==> src/rtl/btle_hci_cmd_seq_pkg.sv <==
// Shared opcode, status and state definitions for the BTLE HCI command sequencer.
package btle_hci_cmd_seq_pkg;

  typedef enum logic [2:0] {
    ST_IDLE,
    ST_GET_LEN,
    ST_GET_PAYLOAD,
    ST_EXEC,
    ST_WAIT_PHY,
    ST_RESP
  } state_t;

  localparam logic [7:0] OP_GAUSS = 8'h01;
  localparam logic [7:0] OP_AA    = 8'h02;
  localparam logic [7:0] OP_CHAN  = 8'h03;
  localparam logic [7:0] OP_CRC   = 8'h04;
  localparam logic [7:0] OP_PDU   = 8'h05;
  localparam logic [7:0] OP_TX    = 8'h06;

  localparam logic [7:0] STS_OK      = 8'h00;
  localparam logic [7:0] STS_UNKNOWN = 8'h01;
  localparam logic [7:0] STS_BAD_LEN = 8'h02;
  localparam logic [7:0] STS_RX_ERR  = 8'h03;
  localparam logic [7:0] STS_TIMEOUT = 8'h04;

  function automatic logic op_known(input logic [7:0] op);
    return (op >= OP_GAUSS) && (op <= OP_TX);
  endfunction

  function automatic logic len_valid(input logic [7:0] op, input logic [7:0] len);
    case (op)
      OP_GAUSS: return len == 8'd9;
      OP_AA:    return len == 8'd4;
      OP_CHAN:  return len == 8'd1;
      OP_CRC:   return len == 8'd3;
      OP_PDU:   return (len >= 8'd1) && (len <= 8'd64);
      OP_TX:    return len == 8'd0;
      default:  return 1'b0;
    endcase
  endfunction

endpackage

==> src/rtl/btle_hci_cmd_seq_timeout.sv <==
// Inter-byte timeout down-counter: reloads on load, counts down while enabled.
module btle_hci_timeout #(
  parameter int unsigned LOAD_VALUE = 16000
) (
  input  logic clk,
  input  logic rst,
  input  logic load,
  input  logic enable,
  output logic expired
);

  localparam logic [31:0] LOAD_WORD = 32'(LOAD_VALUE);

  logic [31:0] count;

  always_ff @(posedge clk or posedge rst) begin
    if (rst) begin
      count <= '0;
    end else if (load) begin
      count <= LOAD_WORD;
    end else if (enable && (count != '0)) begin
      count <= count - 32'd1;
    end
  end

  assign expired = enable && (count == '0);

endmodule

==> src/rtl/btle_hci_cmd_seq.sv <==
// UART-driven HCI command sequencer: parses opcode/length/payload frames and
// programs the BTLE PHY (gauss taps, access address, CRC init, channel, PDU, tx start).
module btle_hci_cmd_seq
  import btle_hci_cmd_seq_pkg::*;
#(
  parameter int unsigned CLK_FREQUENCE          = 16_000_000,
  parameter int unsigned TIMEOUT_US             = 1000,
  parameter int unsigned GAUSS_FILTER_BIT_WIDTH = 6
) (
  input  logic                              clk,
  input  logic                              rst,
  input  logic [7:0]                        rx_byte,
  input  logic                              rx_valid,
  input  logic                              rx_err,
  output logic [7:0]                        resp_byte,
  output logic                              resp_en,
  input  logic                              resp_busy,
  output logic [3:0]                        gauss_tap_index,
  output logic [GAUSS_FILTER_BIT_WIDTH-1:0] gauss_tap_value,
  output logic                              gauss_tap_we,
  output logic [31:0]                       access_address,
  output logic [23:0]                       crc_init,
  output logic [5:0]                        channel_number,
  output logic [5:0]                        pdu_mem_addr,
  output logic [7:0]                        pdu_mem_data,
  output logic                              pdu_mem_we,
  output logic                              tx_start,
  input  logic                              tx_done,
  output logic                              busy
);

  localparam int unsigned TIMEOUT_CYCLES = TIMEOUT_US * (CLK_FREQUENCE / 1_000_000);

  state_t      state, state_next;
  logic [7:0]  opcode;
  logic [7:0]  len;
  logic [7:0]  pos;
  logic [7:0]  status;
  logic [31:0] shadow;

  logic to_expired;
  logic in_frame;
  logic abort_err, abort_to;
  logic take_len, take_byte;

  assign in_frame = (state == ST_GET_LEN) || (state == ST_GET_PAYLOAD);

  btle_hci_timeout #(
    .LOAD_VALUE (TIMEOUT_CYCLES)
  ) u_timeout (
    .clk     (clk),
    .rst     (rst),
    .load    (rx_valid),
    .enable  (in_frame),
    .expired (to_expired)
  );

  always_ff @(posedge clk or posedge rst) begin
    if (rst) begin
      state <= ST_IDLE;
    end else begin
      state <= state_next;
    end
  end

  // rx_err outranks a coincident timeout, and both outrank a coincident byte.
  always_comb begin
    state_next = state;
    abort_err  = 1'b0;
    abort_to   = 1'b0;
    take_len   = 1'b0;
    take_byte  = 1'b0;
    tx_start   = 1'b0;
    resp_en    = 1'b0;
    case (state)
      ST_IDLE: begin
        if (rx_valid) state_next = ST_GET_LEN;
      end
      ST_GET_LEN: begin
        if (rx_err) begin
          abort_err  = 1'b1;
          state_next = ST_RESP;
        end else if (to_expired) begin
          abort_to   = 1'b1;
          state_next = ST_RESP;
        end else if (rx_valid) begin
          take_len   = 1'b1;
          state_next = (rx_byte == 8'd0) ? ST_EXEC : ST_GET_PAYLOAD;
        end
      end
      ST_GET_PAYLOAD: begin
        if (rx_err) begin
          abort_err  = 1'b1;
          state_next = ST_RESP;
        end else if (to_expired) begin
          abort_to   = 1'b1;
          state_next = ST_RESP;
        end else if (rx_valid) begin
          take_byte = 1'b1;
          if (pos == len - 8'd1) state_next = ST_EXEC;
        end
      end
      ST_EXEC: begin
        tx_start   = (opcode == OP_TX) && (status == STS_OK);
        state_next = tx_start ? ST_WAIT_PHY : ST_RESP;
      end
      ST_WAIT_PHY: begin
        if (tx_done) state_next = ST_RESP;
      end
      ST_RESP: begin
        if (!resp_busy) begin
          resp_en    = 1'b1;
          state_next = ST_IDLE;
        end
      end
      default: state_next = ST_IDLE;
    endcase
  end

  always_ff @(posedge clk or posedge rst) begin
    if (rst) begin
      opcode          <= '0;
      len             <= '0;
      pos             <= '0;
      status          <= '0;
      shadow          <= '0;
      gauss_tap_we    <= 1'b0;
      gauss_tap_index <= '0;
      gauss_tap_value <= '0;
      pdu_mem_we      <= 1'b0;
      pdu_mem_addr    <= '0;
      pdu_mem_data    <= '0;
      access_address  <= '0;
      crc_init        <= '0;
      channel_number  <= '0;
    end else begin
      gauss_tap_we <= 1'b0;
      pdu_mem_we   <= 1'b0;

      if ((state == ST_IDLE) && rx_valid) opcode <= rx_byte;

      if (take_len) begin
        len <= rx_byte;
        pos <= '0;
        if (!op_known(opcode))               status <= STS_UNKNOWN;
        else if (!len_valid(opcode, rx_byte)) status <= STS_BAD_LEN;
        else                                  status <= STS_OK;
      end

      // Bad or unknown frames still advance pos so the payload is drained.
      if (take_byte) begin
        pos <= pos + 8'd1;
        if (status == STS_OK) begin
          case (opcode)
            OP_GAUSS: begin
              gauss_tap_we    <= 1'b1;
              gauss_tap_index <= pos[3:0];
              gauss_tap_value <= rx_byte[GAUSS_FILTER_BIT_WIDTH-1:0];
            end
            OP_PDU: begin
              pdu_mem_we   <= 1'b1;
              pdu_mem_addr <= pos[5:0];
              pdu_mem_data <= rx_byte;
            end
            OP_AA, OP_CHAN, OP_CRC: begin
              case (pos[1:0])
                2'd0: shadow[7:0]   <= rx_byte;
                2'd1: shadow[15:8]  <= rx_byte;
                2'd2: shadow[23:16] <= rx_byte;
                default: shadow[31:24] <= rx_byte;
              endcase
            end
            default: ;
          endcase
        end
      end

      if (abort_err)     status <= STS_RX_ERR;
      else if (abort_to) status <= STS_TIMEOUT;

      if ((state == ST_EXEC) && (status == STS_OK)) begin
        case (opcode)
          OP_AA:   access_address <= shadow;
          OP_CHAN: channel_number <= shadow[5:0];
          OP_CRC:  crc_init       <= shadow[23:0];
          default: ;
        endcase
      end
    end
  end

  assign resp_byte = status;
  assign busy      = (state != ST_IDLE);

endmodule
==> config.mk <==
export PLATFORM = sky130hd
export DESIGN_NAME = btle_hci_cmd_seq
export DESIGN_NICKNAME = d
export VERILOG_FILES = /design/src/rtl/btle_hci_cmd_seq_pkg.sv /design/src/rtl/btle_hci_cmd_seq_timeout.sv /design/src/rtl/btle_hci_cmd_seq.sv
export SDC_FILE = /design/constraint.sdc
export NUM_CORES = 1
export LEC_CHECK = 0
export CAP_MARGIN = 10
export CORE_MARGIN = 2
export CORE_UTILIZATION = 57
export CTS_BUF_LIST = sky130_fd_sc_hd__clkbuf_8
export DETAILED_ROUTE_END_ITERATION = 7
export GPL_TIMING_DRIVEN = 0
export MAX_ROUTING_LAYER = met4
export PLACE_DENSITY = 0.89
export SLEW_MARGIN = 20
export SYNTH_ARGS = -nofsm -noshare
export SYNTH_HDL_FRONTEND = slang
export SYNTH_SLANG_ARGS = --single-unit
==> constraint.sdc <==
create_clock -name clk -period 6.39 [get_ports clk]
set_input_delay 0.9585 -clock clk [delete_from_list [all_inputs] [get_ports clk]]
set_output_delay 0.9585 -clock clk [all_outputs]
set_load 0.05 [all_outputs]
==> flow_metrics.py <==
metrics = {
    "run_status": {
        "outcome": "finished clean",
    },
    "synthesis": {
        "synth_top_cell_by_area": "dfrtp_1",
        "synth_area_leaders": "dfrtp_1 54%, mux2_2 14%, mux2_4 3.6%",
        "synth-seq-area-share_pct": 54.3,
        "ys.flop_type": "dfrtp_1",
        "syn_inst": 671,
        "syn_area_mm2": 0.00839,
        "synthDistinctLibCells": 65,
        "avgSynthCellArea_um2": 12.5,
        "synth_edf_count": 0,
        "yosys.area.top_type_share_pct": 54.3,
        "ys_warn_count": 0,
        "async_flop_share_pct": 100,
        "synth_seq_cells": 182,
    },
    "sta": {
        "final_hold_viol_count": 0,
        "period_share_pct": 63.5,
        "setup_violations": 0,
        "rsz0062_at_grt": "no",
        "whs_ns": 0.507,
        "slew_violations": 0,
        "max_freq_mhz": 246,
        "finalCriticalPeriod_ns": 4.06,
        "fin_ws_ns": 2.33,
        "finClkSkew_ns": 0.0125,
        "finalSetupTns_ns": 0,
        "worstMarginPinSlew_ns": 0.951,
        "slew_headroom_pct": 36.1,
    },
    "clock_network": {
        "post-cts-setup-buffer-count": 0,
        "numCtsBuffers": 17,
        "root_buffer": "clkbuf_8",
        "hold_buffers": 0,
        "ctsResizeCount": 0,
        "cts_max_path_buffers": 2,
        "cts.sinks": 182,
        "clkTransAtPathRegs_ns": 0.10,
        "h-tree-depth": 4,
        "clkLatencyLatePin_ns": 0.48,
        "cts_tree": "built",
    },
    "routing": {
        "dr.pass1.iters": 5,
        "route.vias.total": 5831,
        "initialDrtViolationCount": 380,
        "drc": 0,
        "wire_per_inst_um": 19.6,
        "ant_nets": 0,
        "viasPerCell": 5.86,
        "totalWireLength_um": 19500,
    },
    "grt": {
        "grt_pass1_vias": 6187,
        "grt_usage_pct": 26.2,
        "grt.overflow.total": 0,
        "antenna_found_initial": 0,
        "grt_pass1_wl_um": 31800,
        "grt_max_degree": 115,
    },
    "die": {
        "core_mm2": 0.0145,
        "die_area_mm2": 0.0157,
        "start_util_pct": 58.0,
        "fp-row-count": 44,
        "dieHeight_um": 125,
        "die_w_um": 125,
        "ios": 113,
    },
    "finish": {
        "post-route-util_pct": 69.8,
        "layout_commonest_cell": "dfrtp_1",
        "drive_above_1_share_pct": 23.9,
        "syn_to_final_growth_pct": 20.4,
        "finalNetCount": 820,
        "fill_cells": 983,
        "final_cell_mix": "182 x dfrtp_1, 105 x mux2_2, 103 x clkdlybuf4s50_1",
        "num_antenna_cells": 0,
    },
    "setup_path": {
        "r2r_slack_ns": 3.43,
        "r2r-end": "gauss_tap_index[1]",
        "r2r_cells": 9,
        "worstPathMaxFanout": 6,
        "endpoint_kind": "output port",
        "cp-startpoint": "opcode[3]",
        "cpMaxStageDelayCell": "clkdlybuf4s50_1",
        "start_kind": "register",
        "cp.arrival_ns": 3.10,
        "rr_startpoint": "u_timeout.count[1]",
        "cp-endpoint": "tx_start",
        "critPathKind": "reg2out",
        "cp.required_ns": 5.43,
        "critPathMaxStageDelay_ns": 0.89,
        "crit_chain": "or4_4, nor2_4, nand4_4, nor4_1, clkdlybuf4s50_1",
    },
    "place": {
        "portBuffers": 103,
        "hpwl_um": 13300,
        "routabilityCongestion": 0.858,
        "dpl_worst_slack_ns": 2.59,
    },
    "min_path": {
        "min_from": "shadow[25]",
        "hp-class": "reg2reg",
    },
    "flow_run": {
        "drv_cap": 0,
    },
    "pwr": {
        "power_density_mw_per_mm2": 284,
        "power.leakage_uw": 0.00462,
        "peakVddDrop_mv": 0.201,
    },
}
-- area by class of cell --
cell class                      count  area [um^2]  share of cell area (%)
Sequential cell                   182         4550                    45.1
Buffer                             45          216                    2.14
Clock inverter                     14          145                    1.44
Inverter                           15         63.8                   0.632
Clock buffer                       18          248                    2.45
Multi-Input combinational cell    433         3590                    35.5
Timing Repair Buffer              104         1060                    10.5
Tap cell                          184          230                    2.28
-- where the power goes --
| part | internal, uW | switching, uW | total, uW |
|---|---|---|---|
| logic | 293 | 452 | 744 |
| clock network | 329 | 445 | 774 |
| registers | 1250 | 104 | 1350 |
| total | 1870 | 1000 | 2870 |
-- state kept, by name, summed over array words and instances, names as in the netlist --
| name | cells |
|---|---|
| gauss_tap_index | 4 |
| channel_number | 6 |
| pdu_mem_we | 1 |
| shadow | 32 |
| opcode | 8 |
| gauss_tap_we | 1 |
| pdu_mem_addr | 6 |
| resp_byte | 3 |
| pos | 8 |
| crc_init | 24 |
| access_address | 32 |
| pdu_mem_data | 8 |
| len | 8 |
| state | 3 |
| u_timeout.count | 32 |
| gauss_tap_value | 6 |
-- worst max-delay path: cells and delay by family (launching register included) --
family	cells	cell delay, ns
AND/OR/NAND/NOR	4	1.34
buffers and inverters	1	0.89
flip-flops	1	0.39
-- through the flow --
stage               std cells  cell area (um^2)  power [uW]
floorplan                 675              8410        1900
global placement          962              9670        2040
detailed placement        963              9700        2090
CTS                       995             10100        2850
global route              995             10100        3000
finish                    995             10100        2870
-- synth_stat cells, types with 2 or more instances --
cell type    n
inv_1       15
mux2_4      20
o211a_1      2
o21ai_0     17
nor4_4       2
buf_6        2
nand2_1     26
nor2b_1      4
xnor2_1     26
or4_4        2
or4b_2       2
a211oi_1     2
a21oi_1     14
buf_2        8
buf_1        3
nor4b_1      3
clkbuf_1    26
nand2b_1    19
nor3b_1      5
nor2_1      37
o31ai_1      2
nand3_1      8
a31oi_1      7
nor4_1      12
xor2_1      14
o22ai_1      3
or4_1        6
and2_1       4
or3b_2       3
ha_1         8
o211ai_1     3
mux2_2     105
dfrtp_1    182
and3_1       9
a311oi_1     2
buf_4        6
or3_1        8
nor3_1      14
mux2_1       7
nand4_1      5
a21o_1       2
nand3b_1     3
-- kinds of logic after synthesis --
family / Yosys count / synth area share [%]
AO/OA/AOI/OAI: 63 / 4.98
XOR/XNOR: 40 / 4.17
adder cells (fa/ha/maj): 8 / 1.19
buffers and inverters: 60 / 3.25
flip-flops: 182 / 54.3
multiplexers: 133 / 18.7
other: 1 / 0.0447
AND/OR/NAND/NOR: 184 / 13.4
-- layer usage --
metal  part of all wire, %  GRT usage (%)  routed length [um]
met1                    41           31.6                8060
met2                    49           42.1                9530
met3                   6.8           8.00                1330
met4                   2.9           9.61                 559
met5                     0              -                   0
-- worst min path at each step --
stage / end / slack (ns) / cells past startpoint
after floorplan: shadow[25] / 0.45 / 1
after global placement: shadow[25] / 0.47 / 1
after detailed placement: shadow[25] / 0.48 / 1
after CTS: shadow[25] / 0.51 / 1
after global routing: resp_byte[2] / 0.53 / 1
final: shadow[25] / 0.51 / 1
Note: power is estimated with default switching activity, not from simulation.
